**src/rtl/hazard_stall_ctrl.sv**
```systemverilog
// Pipeline hazard controller: freezes on memory waits, flushes on taken control
// transfers, inserts one bubble per load-use, and counts bubbles and stall cycles.
module hazard_stall_ctrl (
    input  logic        clk,
    input  logic        reset,
    input  logic [2:0]  id_sr1,
    input  logic [2:0]  id_sr2,
    input  logic        id_uses_sr1,
    input  logic        id_uses_sr2,
    input  logic        ex_mem_read,
    input  logic [2:0]  ex_dest,
    input  logic        mem_br_taken,
    input  logic        imem_read,
    input  logic        imem_resp,
    input  logic        dmem_read,
    input  logic        dmem_write,
    input  logic        dmem_resp,
    output logic        load_pc,
    output logic        load_IF_ID,
    output logic        load_ID_EX,
    output logic        load_EX_MEM,
    output logic        load_MEM_WB,
    output logic        insert_nop,
    output logic        flush_IF_ID,
    output logic        flush_ID_EX,
    output logic        flush_EX_MEM,
    output logic [15:0] bubble_count,
    output logic [15:0] stall_count
);

    typedef enum logic [1:0] {
        RUN,
        MEM_STALL,
        FLUSH_SHADOW
    } state_e;

    state_e      state_q, state_d;
    logic [15:0] bubble_q, bubble_d;
    logic [15:0] stall_q, stall_d;
    logic        mem_wait;
    logic        load_use;

    assign mem_wait = (imem_read & ~imem_resp) | ((dmem_read | dmem_write) & ~dmem_resp);
    assign load_use = ex_mem_read & ((id_uses_sr1 & (id_sr1 == ex_dest)) |
                                     (id_uses_sr2 & (id_sr2 == ex_dest)));

    always_ff @(posedge clk or posedge reset) begin
        if (reset) begin
            state_q  <= RUN;
            bubble_q <= '0;
            stall_q  <= '0;
        end else begin
            state_q  <= state_d;
            bubble_q <= bubble_d;
            stall_q  <= stall_d;
        end
    end

    always_comb begin
        state_d      = RUN;
        bubble_d     = bubble_q;
        stall_d      = stall_q;
        load_pc      = 1'b1;
        load_IF_ID   = 1'b1;
        load_ID_EX   = 1'b1;
        load_EX_MEM  = 1'b1;
        load_MEM_WB  = 1'b1;
        insert_nop   = 1'b0;
        flush_IF_ID  = 1'b0;
        flush_ID_EX  = 1'b0;
        flush_EX_MEM = 1'b0;

        // Reset gates the enables directly so they drop without waiting for a clock.
        if (reset) begin
            load_pc     = 1'b0;
            load_IF_ID  = 1'b0;
            load_ID_EX  = 1'b0;
            load_EX_MEM = 1'b0;
            load_MEM_WB = 1'b0;
        end else if (mem_wait) begin
            load_pc     = 1'b0;
            load_IF_ID  = 1'b0;
            load_ID_EX  = 1'b0;
            load_EX_MEM = 1'b0;
            load_MEM_WB = 1'b0;
            state_d     = MEM_STALL;
            stall_d     = (stall_q == '1) ? stall_q : stall_q + 16'd1;
        end else if (mem_br_taken) begin
            flush_IF_ID  = 1'b1;
            flush_ID_EX  = 1'b1;
            flush_EX_MEM = 1'b1;
            state_d      = FLUSH_SHADOW;
        end else if (load_use && (state_q != FLUSH_SHADOW)) begin
            // ID holds a flushed NOP in the shadow cycle, so a match there is spurious.
            load_pc    = 1'b0;
            load_IF_ID = 1'b0;
            insert_nop = 1'b1;
            bubble_d   = (bubble_q == '1) ? bubble_q : bubble_q + 16'd1;
        end
    end

    assign bubble_count = bubble_q;
    assign stall_count  = stall_q;

endmodule

```
**config.mk**
```make
export PLATFORM = sky130hd
export DESIGN_NAME = hazard_stall_ctrl
export DESIGN_NICKNAME = d
export VERILOG_FILES = /design/src/rtl/hazard_stall_ctrl.sv
export SDC_FILE = /design/constraint.sdc
export NUM_CORES = 1
export LEC_CHECK = 0
export CAP_MARGIN = 20
export CORE_ASPECT_RATIO = 1.4
export CORE_MARGIN = 2
export CORE_UTILIZATION = 44
export CTS_CLUSTER_SIZE = 8
export DETAILED_ROUTE_END_ITERATION = 10
export PLACE_DENSITY = 0.84
export SLEW_MARGIN = 5
export SYNTH_ARGS = -nofsm -noshare
export SYNTH_HDL_FRONTEND = slang
export SYNTH_SLANG_ARGS = --single-unit
```
**constraint.sdc**
```tcl
create_clock -name clk -period 2 [get_ports clk]
set_input_delay 0.3 -clock clk [delete_from_list [all_inputs] [get_ports clk]]
set_output_delay 0.3 -clock clk [all_outputs]
set_load 0.05 [all_outputs]
```
## Word level (Yosys, flattened, before mapping)

Index checks and enable logic that the tools add are counted.

- Flip-flop bits (word level): 34
- Input bits: 20
- Output and inout port bits: 41
- Logic and storage cells: 44

- Add/subtract/negate cells: 2
- Eq/ne operators: 5
- Multiplexer cells: 16
- Bitwise operators: 15
- Reductions and logical operators: 3

Operators by type and width:

| kind | number |
|---|---|
| 16-bit by 1-bit adder with 16-bit output, second input constant | 2 |
| 16-bit equality test, second input constant | 2 |
| 1-bit two-way mux | 13 |
| 1-bit NOT | 7 |
| 3-bit equality test | 2 |
| 2-bit two-way mux | 3 |
| 1-bit AND | 5 |
| 5-bit AND reduction | 1 |
| 1-bit OR | 3 |
| 3-bit AND reduction | 1 |
| 2-bit != test, second input constant | 1 |
| 1-bit logical AND | 1 |

## Logic depth before layout (Yosys ltp)

- Depth after elaboration: 9
- Gate-level depth with buffers: 8
- Mapped depth without buffers: 8

## Worst setup path after synthesis

OpenSTA, ideal clock, no wires.

- Path kind: in2out
- Start point: in dmem_write
- End point: out flush_ID_EX
- Arrival time: 2.195 ns
- Required time: 1.700 ns
- Path slack: -0.495 ns
- Stages on the path: 5
- Path buffers: 1
- Cell sequence: o21bai_1 > nand2_1 > nor2_1 > and2_1 > buf_4

- Longest elaborated chain between the ends: 5

RTL lines:

| item | RTL line | text |
|---|---|---|
| from (decl) | 16 | `input logic dmem_write,` |
| 1-bit OR | 43 | `assign mem_wait = (imem_read & ~imem_resp) \| ((dmem_read \| dmem_write) & ~dmem_resp);` |
| 1-bit AND | 43 |  |
| 1-bit OR | 43 |  |
| 1-bit two-way mux (2 in series) | -- |  |
| to (decl) | 25 | `output logic flush_ID_EX,` |

No other way between the ends.

## Final worst setup path

- Start point: in id_sr1[2]
- End point: out load_IF_ID

- Longest elaborated chain between the ends: 9

RTL lines:

| item | RTL line | text |
|---|---|---|
| from (decl) | 6 | `input logic [2:0] id_sr1,` |
| 3-bit equality test | 44 | `assign load_use = ex_mem_read & ((id_uses_sr1 & (id_sr1 == ex_dest)) \|` |
| 1-bit AND | 44 |  |
| 1-bit OR | 44 |  |
| 1-bit AND | 44 |  |
| 1-bit logical AND | 93 | `end else if (load_use && (state_q != FLUSH_SHADOW)) begin` |
| 1-bit two-way mux | 93 |  |
| 1-bit two-way mux | 88 | `end else if (mem_br_taken) begin` |
| 1-bit two-way mux | 80 | `end else if (mem_wait) begin` |
| 1-bit two-way mux | 74 | `if (reset) begin` |
| to (decl) | 19 | `output logic load_IF_ID,` |

No other way between the ends.

==> key figures <==
Final layout
  • Layout cells sized above 1: 19.74%
  • Seq. cell area: 853.3 sq um
  • Nets: 249
  • P&R area growth vs syn: 52.10%
  • Final Cell Area: 2586 sq um
  • Multi-input gate area: 815.8 sq um
  • Diodes inserted: 0
  • Fin util: 70.35%
  • Fillers: 283

Routing
  • Final ANT Viol Nets: 0
  • Total number of vias: 1397
  • 1st-iter DRT viols: 26
  • DRC viols: 0
  • Routed WL per cell: 13.59 microns
  • Final wirelength: 3670 microns
  • Via/cell ratio: 5.174
  • Initial DRT Pass Iterations: 4

Clock network
  • Hold buffers post-CTS: 0
  • Clock Tree Buf Depth: 2
  • Clk Latency, worst-skew pair: 0.29 ns
  • Setup bufs post-CTS: 0
  • Reg clk slew, reported paths: 0.08 ns
  • Total CTS buffers: 5
  • H-tree depth: 2
  • TritonCTS clock tree: yes
  • Clk root buf: clkbuf_8
  • TritonCTS Sinks: 34

Place
  • Placement Setup Slack: -0.1119 ns
  • Port Buf Inserts: 60
  • Dpl cell area: 2465 sq um
  • Routability Congestion: 0.7663
  • Post-detailed-placement half-perimeter wirelength: 2886 microns

Floorplan
  • I/O pins: 61
  • Die Area: 4385 sq um
  • Std-Cell Rows: 26
  • Core region area: 3676 sq um
  • Initial Util: 46.26%
  • Chip height: 77.56 microns
  • Die Wd: 56.54 microns

Flow run
  • Total of max-cap violations: 0

Min path
  • Hold crit path type: register to register

Logic synthesis
  • Post-synth EDFFs: 0
  • Synth Area per Inst: 10.83 sq um
  • Post-synth ARST share: 100.0%
  • Synth warn: 0
  • Post-synth top cells: 34 x dfrtp_1, 26 x xnor2_1, 17 x nand2_1, 15 x nand4_1, 10 x nor2_1
  • Main flop type after synthesis: dfrtp_1
  • Top cell type's share of synthesized area: 50.04%
  • Register area share after synthesis: 50.04%
  • Syn nets: 179
  • Synth area leader: dfrtp_1
  • Top-count cell post-synth: dfrtp_1
  • Synth Cell Area: 1700 sq um
  • Cells after Synth: 157
  • Flops & latches, synth: 34
  • Library cells used by synthesis: 30
  • Synth top area cells: dfrtp_1 50%, xnor2_1 13%, nand4_1 5.5%

STA
  • Final Hold Vio Count: 0
  • Worst Setup Slack, final: 0.08646 ns
  • RSZ-0062 raised after global routing: false
  • Fin. max-slew vios: 0
  • Hold_ws: 0.4980 ns
  • Least-Margin Pin Slew: 0.5055 ns
  • # setup viols final: 0
  • Setup Skew: 0.008306 ns
  • Fmax: 0.5226 GHz
  • Min Clock Period, post-route: 1.914 ns
  • Crit share post-route: 95.68%
  • Slew headroom: 66.20%
  • Setup TNS: 0 ns

Pwr
  • Max VDD drop: 973.7 uV
  • Pwr dens: 823.9 nW/um^2
  • P_leak: 1.123 nW

Global route
  • Initial antenna violation count: 0
  • First-pass GRT wire length: 6120 microns
  • Global Route Usage Sum: 17.89%
  • Largest net degree at the start of global routing: 35
  • GR Overflow Total: 0
  • Vias in the first global route: 1382

Setup path
  • Critical path peak fanout: 3
  • CP Capture Type: primary output
  • Crit Path Class: input pin to primary output
  • Crit path arrival time: 1.61 ns
  • Critical path launch point type: input pin
  • WP data required: 1.70 ns

Status
  • Status: finished clean
registers in the layout, summed over array words and instances (netlist names):
register      flops
bubble_count     16
stall_count      16
state_q           2
cell type report:
cell class	instances	share of cell area, %
clock buffer	5	2.661
clock inverter	3	1.548
inverter	2	0.4354
multi-input combinational	115	31.54
sequential	34	32.99
tap	42	2.032
timing repair buffer	69	28.79
placed cells by master, fill, tap and decap left out, types with 5 or more instances in the layout:
cell and count:
and3_1 5, buf_12 7, buf_4 10, clkbuf_8 5, clkdlybuf4s50_1 48, dfrtp_1 32, nand2_1 17, nand3_1 6
nand4_1 15, nor2_1 9, xnor2_1 26, xor2_1 9
cell families after synthesis:
| family | after synthesis | share of synthesized area (%) |
|---|---|---|
| AOI/OAI and AO/OA | 3 | 1.251 |
| xor gates and xnor gates | 35 | 18.03 |
| adders and majority gates | 2 | 1.471 |
| buffers and inverters | 8 | 3.312 |
| DFF | 34 | 50.04 |
| muxes | 3 | 2.207 |
| and+or+nand+nor | 72 | 23.69 |
routing by layer:
layer	vias to the layer above	share of wire, %	global-route usage (%)
met4	0	1.5	6.429
met5	-	0	0
met2	41	57	32.44
li1	668	-	-
met3	6	4.3	4.667
met1	682	37	19.63
per-stage QoR:
stage	total power [W]	instances
after global placement	0.001516	263
after global routing	0.002235	270
after floorplan	0.001265	157
final	0.002131	270
after detailed placement	0.001529	263
after CTS	0.002156	271
worst paths after layout:
path | startpoint | to | slack, ns | depth (start not counted)
worst max register to register | bubble_count[0]$_DFFE_PP0P_ | bubble_count[1]$_DFFE_PP0P_ | 0.24 | 7
worst min-delay path | bubble_count[6]$_DFFE_PP0P_ | bubble_count[6]$_DFFE_PP0P_ | 0.50 | 1
max in group asynchronous | reset | bubble_count[1]$_DFFE_PP0P_ | 1.13 | 3
worst min register to register | bubble_count[6]$_DFFE_PP0P_ | bubble_count[6]$_DFFE_PP0P_ | 0.50 | 1
min in group asynchronous | reset | stall_count[14]$_DFFE_PP0P_ | 0.54 | 3
worst max-delay path | id_sr1[2] | load_IF_ID | 0.09 | 7
worst max-delay path, stage by stage:
cell and delay, ns:
clkdlybuf4s50_1 0.47, xnor2_1 0.13, nand4_1 0.14, a21oi_2 0.20
buf_4 0.15, nor3_4 0.04, buf_4 0.18
where the power goes:
group / switching, W / internal (W) / total [W] / leakage, nW
Combinational: 0.000402 / 0.000263 / 0.000665 / 0.606
Sequential: 0.0000919 / 0.000761 / 0.000853 / 0.460
Clock: 0.000247 / 0.000367 / 0.000613 / 0.0579
Total: 0.000740 / 0.00139 / 0.00213 / 1.12
timing repair:
item                       in CTS  in global routing
pin swaps                       0                  4
setup endpoints to repair       1                  9
gates resized for setup         1                  6
Note: power is estimated with default switching activity, not from simulation.
